--- src/rtl/spi_register_master.sv ---
// spi_register_master: SPI mode-0 initiator that shifts {register number, value} frames out on MOSI
// and captures MISO readback. Define SPI_MASTER_FIFO_EN to add a FIFO_DEPTH-entry command FIFO.

module spi_register_master #(
    parameter int CLK_DIV         = 4,
    parameter int CS_SETUP_CYCLES = 2,
    parameter int CS_HOLD_CYCLES  = 2,
    parameter int GAP_CYCLES      = 4,
    parameter int FIFO_DEPTH      = 4
) (
    input  logic        i_Clock,
    input  logic        i_Reset_n,
    input  logic        i_WriteValid,
    output logic        o_WriteReady,
    input  logic [15:0] i_RegisterNumber,
    input  logic [15:0] i_RegisterValue,
    output logic        o_ReadValid,
    output logic [31:0] o_ReadData,
    output logic        o_Busy,
    output logic        o_SPI_CS,
    output logic        o_SPI_SCK,
    output logic        o_SPI_MOSI,
    input  logic        i_SPI_MISO
);

    typedef enum logic [2:0] {IDLE, SETUP, SHIFT, HOLD, GAP} state_t;

    localparam int PHASE_MAX = (CS_SETUP_CYCLES > CS_HOLD_CYCLES)
                             ? ((CS_SETUP_CYCLES > GAP_CYCLES) ? CS_SETUP_CYCLES : GAP_CYCLES)
                             : ((CS_HOLD_CYCLES > GAP_CYCLES) ? CS_HOLD_CYCLES : GAP_CYCLES);
    localparam int CNT_W = $clog2(PHASE_MAX + 1);
    localparam int DIV_W = $clog2(CLK_DIV);

    localparam logic [CNT_W-1:0] SETUP_LAST = CNT_W'(CS_SETUP_CYCLES - 1);
    localparam logic [CNT_W-1:0] HOLD_LAST  = CNT_W'(CS_HOLD_CYCLES - 1);
    // CS high time includes the IDLE cycle that accepts the next command.
    localparam logic [CNT_W-1:0] GAP_LAST   = CNT_W'((GAP_CYCLES > 1) ? (GAP_CYCLES - 2) : 0);
    localparam logic [DIV_W-1:0] DIV_LAST   = DIV_W'(CLK_DIV - 1);

    state_t            state;
    logic [CNT_W-1:0]  phase_cnt;
    logic [DIV_W-1:0]  div_cnt;
    logic [4:0]        bit_cnt;
    logic [30:0]       tx_shift;
    logic [31:0]       capture;
    logic              miso_meta;
    logic              miso_sync;
    logic              ready;
    logic              start;
    logic [31:0]       start_word;

    assign o_WriteReady = ready;

`ifdef SPI_MASTER_FIFO_EN
    localparam int AW = $clog2(FIFO_DEPTH);
    localparam logic [AW:0] FULL_COUNT = (AW + 1)'(FIFO_DEPTH);

    logic [31:0]  mem [FIFO_DEPTH];
    logic [AW-1:0] wr_ptr;
    logic [AW-1:0] rd_ptr;
    logic [AW:0]   count;
    logic [AW:0]   count_next;
    logic          push;

    assign push       = i_WriteValid && ready;
    assign start      = (state == IDLE) && (count != '0);
    assign start_word = mem[rd_ptr];
    assign o_Busy     = (state != IDLE) || (count != '0);

    always_comb begin
        count_next = count;
        if (push && !start) begin
            count_next = count + (AW + 1)'(1);
        end else if (start && !push) begin
            count_next = count - (AW + 1)'(1);
        end
    end

    always_ff @(posedge i_Clock) begin
        if (push) begin
            mem[wr_ptr] <= {i_RegisterNumber, i_RegisterValue};
        end
    end

    always_ff @(posedge i_Clock or negedge i_Reset_n) begin
        if (!i_Reset_n) begin
            wr_ptr <= '0;
            rd_ptr <= '0;
            count  <= '0;
            ready  <= 1'b0;
        end else begin
            if (push) begin
                wr_ptr <= wr_ptr + AW'(1);
            end
            if (start) begin
                rd_ptr <= rd_ptr + AW'(1);
            end
            count <= count_next;
            ready <= (count_next != FULL_COUNT);
        end
    end
`else
    assign start      = (state == IDLE) && i_WriteValid && ready;
    assign start_word = {i_RegisterNumber, i_RegisterValue};
    assign o_Busy     = (state != IDLE);
`endif

    always_ff @(posedge i_Clock or negedge i_Reset_n) begin
        if (!i_Reset_n) begin
            miso_meta <= 1'b0;
            miso_sync <= 1'b0;
        end else begin
            miso_meta <= i_SPI_MISO;
            miso_sync <= miso_meta;
        end
    end

    always_ff @(posedge i_Clock or negedge i_Reset_n) begin
        if (!i_Reset_n) begin
            state       <= IDLE;
            phase_cnt   <= '0;
            div_cnt     <= '0;
            bit_cnt     <= '0;
            tx_shift    <= '0;
            capture     <= '0;
            o_SPI_CS    <= 1'b1;
            o_SPI_SCK   <= 1'b0;
            o_SPI_MOSI  <= 1'b0;
            o_ReadValid <= 1'b0;
            o_ReadData  <= '0;
`ifndef SPI_MASTER_FIFO_EN
            ready       <= 1'b0;
`endif
        end else begin
            o_ReadValid <= 1'b0;
            case (state)
                IDLE: begin
`ifndef SPI_MASTER_FIFO_EN
                    ready <= !start;
`endif
                    if (start) begin
                        tx_shift   <= start_word[30:0];
                        o_SPI_MOSI <= start_word[31];
                        o_SPI_CS   <= 1'b0;
                        capture    <= '0;
                        phase_cnt  <= '0;
                        state      <= SETUP;
                    end
                end
                SETUP: begin
                    if (phase_cnt == SETUP_LAST) begin
                        phase_cnt <= '0;
                        div_cnt   <= '0;
                        bit_cnt   <= '0;
                        state     <= SHIFT;
                    end else begin
                        phase_cnt <= phase_cnt + CNT_W'(1);
                    end
                end
                SHIFT: begin
                    if (div_cnt == DIV_LAST) begin
                        div_cnt   <= '0;
                        o_SPI_SCK <= !o_SPI_SCK;
                        if (!o_SPI_SCK) begin
                            capture <= {capture[30:0], miso_sync};
                        end else if (bit_cnt == 5'd31) begin
                            phase_cnt <= '0;
                            state     <= HOLD;
                        end else begin
                            bit_cnt    <= bit_cnt + 5'd1;
                            o_SPI_MOSI <= tx_shift[30];
                            tx_shift   <= {tx_shift[29:0], 1'b0};
                        end
                    end else begin
                        div_cnt <= div_cnt + DIV_W'(1);
                    end
                end
                HOLD: begin
                    if (phase_cnt == HOLD_LAST) begin
                        o_SPI_CS    <= 1'b1;
                        o_SPI_MOSI  <= 1'b0;
                        o_ReadData  <= capture;
                        o_ReadValid <= 1'b1;
                        phase_cnt   <= '0;
                        if (GAP_CYCLES > 1) begin
                            state <= GAP;
                        end else begin
                            state <= IDLE;
`ifndef SPI_MASTER_FIFO_EN
                            ready <= 1'b1;
`endif
                        end
                    end else begin
                        phase_cnt <= phase_cnt + CNT_W'(1);
                    end
                end
                GAP: begin
                    if (phase_cnt == GAP_LAST) begin
                        phase_cnt <= '0;
                        state     <= IDLE;
`ifndef SPI_MASTER_FIFO_EN
                        ready     <= 1'b1;
`endif
                    end else begin
                        phase_cnt <= phase_cnt + CNT_W'(1);
                    end
                end
                default: state <= IDLE;
            endcase
        end
    end

endmodule

--- config.mk ---
export PLATFORM = sky130hd
export DESIGN_NAME = spi_register_master
export DESIGN_NICKNAME = d
export VERILOG_FILES = /design/src/rtl/spi_register_master.sv
export SDC_FILE = /design/constraint.sdc
export NUM_CORES = 1
export LEC_CHECK = 0
export ABC_AREA = 0
export CAP_MARGIN = 20
export CORE_AREA = 2 2 114 116
export DETAILED_ROUTE_END_ITERATION = 8
export DIE_AREA = 0 0 116 118
export GPL_TIMING_DRIVEN = 1
export PLACE_DENSITY = 0.62
export SYNTH_ARGS = -nofsm -noshare
export SYNTH_HDL_FRONTEND = slang
export SYNTH_SLANG_ARGS = --single-unit
export TNS_END_PERCENT = 5
--- constraint.sdc ---
create_clock -name i_Clock -period 2.4 [get_ports i_Clock]
set_clock_uncertainty 0.05 [all_clocks]
set_input_delay 0.48 -clock i_Clock [delete_from_list [all_inputs] [get_ports i_Clock]]
set_output_delay 0.48 -clock i_Clock [all_outputs]
set_load 0.05 [all_outputs]
==> results of run 1 <==
==> cell type report <==
type | count | area (sq um)
clock buffer | 18 | 439.2
timing repair buffer | 87 | 902.1
clock inverter | 14 | 127.6
fill | 1127 | 6100
tap | 172 | 215.2
sequential | 115 | 2879
inverter | 2 | 7.507
multi-input combinational | 272 | 1744
==> path summary, 6_finish.rpt <==
check,endpoint,slack [ns],depth (start not counted)
setup / recovery,tx_shift[7],0.11,9
hold / removal,o_ReadData[24],0.02,1
setup reg to reg,tx_shift[7],0.11,9
hold reg to reg,miso_sync,0.30,0
max in group asynchronous,o_SPI_CS,1.63,2
min in group i_Clock,miso_sync,0.30,0
==> power by group through the flow <==
stage                     sequential, mW  combinational, mW  clock [mW]
final                               1.95              0.108        2.37
after global routing                1.95              0.121        2.54
after CTS                           1.95              0.112        2.43
after detailed placement            1.99              0.111           0
after global placement              1.99              0.111           0
after floorplan                     1.98            0.00575           0
==> layer usage <==
layer | vias up | part of all wire
li1 | 1648 | -
met5 | - | 0
met1 | 1757 | 0.48
met3 | 6 | 0.049
met4 | 0 | 0.0066
met2 | 91 | 0.47
==> metrics by stage <==
stage          setup slack [ns]  hold slack, ns  total power, mW    util
2_1_floorplan            0.1613          0.1344            1.991       -
3_3_place_gp             0.1888          0.2887            2.097  0.4609
3_5_place_dp            0.05787          0.2935            2.097  0.4609
4_1_cts                 0.03192         0.02161            4.494  0.5066
5_1_grt               -0.002524         0.05077            4.608  0.5087
6_report                 0.1051         0.01625            4.425  0.5087
==> what timing repair did <==
action                                  in CTS  in global routing
resized for setup                            0                  2
endpoints found under the setup margin       0                 31
buffers inserted                             0                  1
==> logic make-up (layout without fill, tap and decap cells) <==
family          Yosys count  after routing  synth area share
compound gates           96             96            0.1517
fa+ha+maj                 3              3          0.007904
mux                      32             32           0.07587
xor+xnor                  2              2          0.003689
flops                   115            115            0.6062
buf+inv                  30            121           0.02871
simple gates            139            139            0.1259
==> cells in the final DEF, fill, tap and decap left out, types with 2 or more instances in the layout <==
cell / netlist / final
ha_1: 3 / 2
a22o_1: 33 / 33
a21o_1: 3 / 3
a21oi_1: 9 / 9
o21ai_0: 6 / 6
buf_12: 0 / 4
nand2b_1: 2 / 2
nor3_1: 3 / 3
dfrtp_1: 114 / 114
and3_1: 4 / 4
clkinv_4: 0 / 4
clkbuf_16: 0 / 18
nor2_1: 40 / 39
a211o_1: 2 / 2
xnor2_1: 2 / 2
inv_6: 0 / 4
clkinv_2: 0 / 4
nand3_1: 4 / 4
nor2b_1: 4 / 4
inv_1: 2 / 2
buf_4: 3 / 10
nand2_1: 71 / 71
mux2_2: 32 / 32
nor3b_1: 3 / 2
a31oi_1: 31 / 31
clkdlybuf4s50_1: 0 / 71
nand3b_1: 3 / 3
==> registers in the layout (all words and copies together) (netlist names), 2 cells and up <==
register and count:
tx_shift 31, div_cnt 2, bit_cnt 5, o_ReadData 32, phase_cnt 3, capture 32, state 3
==> Yosys cell counts, drive strengths merged (2+ instances only) <==
master	n	area [sq um]
ha	3	37.54
dfrtp	114	2853
or3b	2	17.52
clkbuf	12	45.04
inv	2	7.510
xnor2	2	17.52
a21o	3	22.52
a21oi	9	45.04
a211o	2	17.52
nand3	4	20.02
o21ai	6	30.03
nand2b	2	12.51
buf	16	83.83
and3	4	25.02
mux2	32	360.4
nor2b	4	25.02
a22o	33	289.0
nor3	3	15.01
nor2	40	150.1
a31oi	31	193.9
nor3b	3	22.52
nand3b	3	22.52
nand2	71	266.5
==> critical path: stages (launching register included) <==
cell	delay (ns)
dfrtp_1	0.41
ha_2	0.20
and3_1	0.17
ha_1	0.20
nand3b_1	0.23
a2111oi_4	0.32
buf_4	0.20
clkbuf_16	0.21
nor2_1	0.05
a31oi_1	0.15
==> flow_summary.toml, run 1 <==
[routing]
drc = 0
drtPass1Iterations = 5
vias = 3502
wl_per_cell_microns = 14.44
drtIter0Drc = 251
wl_microns = 9817
viasPerCell = 5.150
ant_nets = 0

[yosys]
synth_nets = 456
netlist_area_sq_um = 4750
yosysWarningCount = 0
ys_seq_area_frac = 0.6062
synthFlopType = "dfrtp_1"
ys_ff_latch = 115
async_flop_share = 1.000
synth_edf_count = 0
yosysUniqueCellTypes = 42
syn_avg_cell_area_sq_um = 11.39
syn_inst = 417

[global_route]
grt_use_met1 = 0.2017
antenna_found_initial = 0
grt_overflow = 0
grt_use_total = 0.1505
grtUsageMet3 = 0.04892
grt_pass1_vias = 3450
grt_pass1_wl_microns = 16410
grt_max_degree = 63
met2_usage = 0.2277
busiest_layer = "met2"

[power]
p_per_area_nw_per_um2 = 700.8
pwr-share-clk = 0.535
leakage_nw = 2.834
p_sw_frac = 0.2165
p_switching_mw = 0.9581
p_int_mw = 3.467
ir_worst_vdd_uv = 334.2
pwr-share-comb = 0.024
seq_power_share = 0.441

[floorplan]
core_area_sq_um = 12410
start_util = 0.3826
die_height_microns = 118
placementRows = 41
die_w_microns = 116
dieArea_sq_um = 13690
io_pins = 74

[placed_design]
numPortBuffers = 73
placedInstanceArea_sq_um = 5722
gp_congestion = 0.7705
dp_hpwl_microns = 6057
dp.cells = 646

[final_layout]
stdcell_count = 680
drive_gt1_frac = 0.1732
diodes = 0
final_nets = 534
syn2layout_area_growth_pct = 32.96
fin_area_sq_um = 6315

[worst_setup_path]
start_kind = "flop"
r2r-start = "bit_cnt[0]"
end_kind = "flop"
startpoint = "bit_cnt[0]"
critPathKind = "reg -> reg"
cp.required_ns = 2.66
path_max_fanout = 31
cp_data_arrival_time_ns = 2.56

[timing]
max_freq_mhz = 435.7
relSlewSlack = 0.6169
hold_viol_final = 0
tightest_slew_ns = 0.5746
fin_crit_ns = 2.295
fin_crit_sh = 0.9562
finalMaxSlewViolations = 0
finalSetupViolCount = 0
setup_tns_ns = 0

[outcome]
status = "finished clean"

[clock_network]
htreeDepth = 4
ctsHoldBuffers = 0
cts_inserted_buffers = 17
clkTransAtPathRegs_ns = 0.06
cts-root-buf = "clkbuf_16"
clk-insertion-delay-late_ns = 0.40
cts.sinks = 115
clockBufferDepth = 2
cts_tree = "done"

[worst_hold_path]
hold_class = "in -> async"

[run]
cap_violations = 0
No activity file was read; power rests on OpenSTA's default activity.
==> run 2: changes to the inputs <==
TNS_END_PERCENT = unset   (was 5)
==> run 2 against run 1 <==
Register-to-register slack hardly changed. Final cell count is 0.15% higher. Utilization is 0.10 points higher. Sequential power hardly changed. Final area is 0.20% higher. Combinational power hardly changed. First-iteration DRC count is 19% higher. Routed wire length is 1.3% higher. Maximum frequency hardly changed. Critical path depth stayed put. Worst setup slack hardly changed. Clock power hardly changed. Critical path type unchanged. Largest cell class unchanged.
==> flow_summary.toml, run 2 (same netlist as run 1, synthesis figures left out) <==
[outcome]
status = "finished clean"

[worst_setup_path]
start_kind = "flop"
rr_worst_depth = 9
timing.reg2reg.setup_slack_ns = 0.11
end_kind = "flop"
rr_endpoint = "tx_shift[14]"
r2r-start = "bit_cnt[0]"
cp.required_ns = 2.67
cp_data_arrival_time_ns = 2.57
path_max_fanout = 31
critPathKind = "reg -> reg"

[power]
p_int_mw = 3.467
p_per_area_nw_per_um2 = 699.9
seq_power_share = 0.441
p_switching_mw = 0.9614
ir_worst_vdd_uv = 334.6
p_sw_frac = 0.2171
pwr-share-clk = 0.535
pwr-share-comb = 0.024
leakage_nw = 2.842

[floorplan]
die_height_microns = 118
core_area_sq_um = 12410
start_util = 0.3826
io_pins = 74
die_w_microns = 116
placementRows = 41
dieArea_sq_um = 13690

[final_layout]
fin_area_sq_um = 6327
layout_commonest_cell = "dfrtp_1"
final_nets = 535
drive_gt1_frac = 0.1729
stdcell_count = 681
n_fill_cell = 1123
syn2layout_area_growth_pct = 33.22
utilization = 0.5097
reg_top3 = "capture (32), o_ReadData (32), tx_shift (31)"
diodes = 0
mostFrequentLayoutCells = "dfrtp_1, nand2_1, clkdlybuf4s50_1"

[placed_design]
post-place-ws_ns = 0.05787
numPortBuffers = 73
dp_hpwl_microns = 6057
placedInstanceArea_sq_um = 5722
gp_congestion = 0.7705
dp.cells = 646

[global_route]
grt_pass1_vias = 3450
grt_use_total = 0.1505
grt_pass1_wl_microns = 16410
grt_max_degree = 63
antenna_found_initial = 0
grt_overflow = 0

[clock_network]
cts_inserted_buffers = 17
htreeDepth = 4
cts_tree = "done"
clk-insertion-delay-late_ns = 0.40
ctsHoldBuffers = 0
clkTransAtPathRegs_ns = 0.06
cts-root-buf = "clkbuf_16"
cts.sinks = 115
clockBufferDepth = 2

[timing]
setup_ws_ns = 0.1054
finalSetupViolCount = 0
finalMaxSlewViolations = 0
fin_crit_sh = 0.9561
holdWs_ns = 0.01542
max_freq_mhz = 435.8
relSlewSlack = 0.6145
fin_crit_ns = 2.295
hold_viol_final = 0
tightest_slew_ns = 0.5783

[routing]
drtIter0Drc = 299
vias = 3501
drtPass1Iterations = 4
wl_per_cell_microns = 14.60
drc = 0
ant_nets = 0
wl_microns = 9944
viasPerCell = 5.141

[run]
cap_violations = 0

[worst_hold_path]
hold_class = "in -> async"
## run 2: power groups by stage
stage                     Clock (mW)  Combinational, mW  Sequential, mW
after floorplan                    0            0.00575            1.98
after global placement             0              0.111            1.99
after detailed placement           0              0.111            1.99
after CTS                       2.43              0.112            1.95
after global routing            2.54              0.121            1.95
final                           2.37              0.108            1.95
## run 2: area by class of cell
type                    count  area (sq um)  share of cell area
clock buffers              18         439.2             0.06941
clock inverters            14         127.6             0.02017
inverters                   2         7.507            0.001186
multi-input cells         272          1742              0.2753
flip-flops and latches    115          2879              0.4550
well taps                 172         215.2             0.03401
repair buffers             88         917.1              0.1449
## run 2: worst max-delay path by stage
| stage | start | to | slack (ns) | depth (start not counted) |
|---|---|---|---|---|
| 2_1_floorplan | bit_cnt[0] | tx_shift[10] | 0.16 | 7 |
| 3_3_place_gp | bit_cnt[0] | tx_shift[10] | 0.19 | 8 |
| 3_5_place_dp | bit_cnt[0] | tx_shift[13] | 0.06 | 8 |
| 4_1_cts | bit_cnt[0] | tx_shift[13] | 0.03 | 8 |
| 5_1_grt | bit_cnt[0] | tx_shift[7] | -0.0007 | 9 |
| 6_report | bit_cnt[0] | tx_shift[14] | 0.11 | 9 |
## run 2: critical path: stages, from the launching register on
cell	delay, ns
dfrtp_1	0.41
ha_1	0.22
and3_1	0.18
ha_1	0.20
nand3b_1	0.23
a2111oi_4	0.32
buf_4	0.21
buf_8	0.21
nor2_1	0.06
a31oi_1	0.13
## run 2: stage by stage
stage / power [mW] / setup TNS (ns)
final: 4.428 / 0
after detailed placement: 2.097 / 0
after floorplan: 1.991 / 0
after global placement: 2.097 / 0
after global routing: 4.608 / -0.0006914
after CTS: 4.494 / 0
## run 2: metal layers
metal,GRT usage,share of wire
met4,0.05506,0.011
met1,0.2017,0.46
met2,0.2277,0.47
met3,0.04892,0.054
met5,0,0
## run 2: what timing repair did
item                                    CTS  global route
gates resized for setup                   0             2
setup buffers                             0             1
endpoints found under the setup margin    0            31
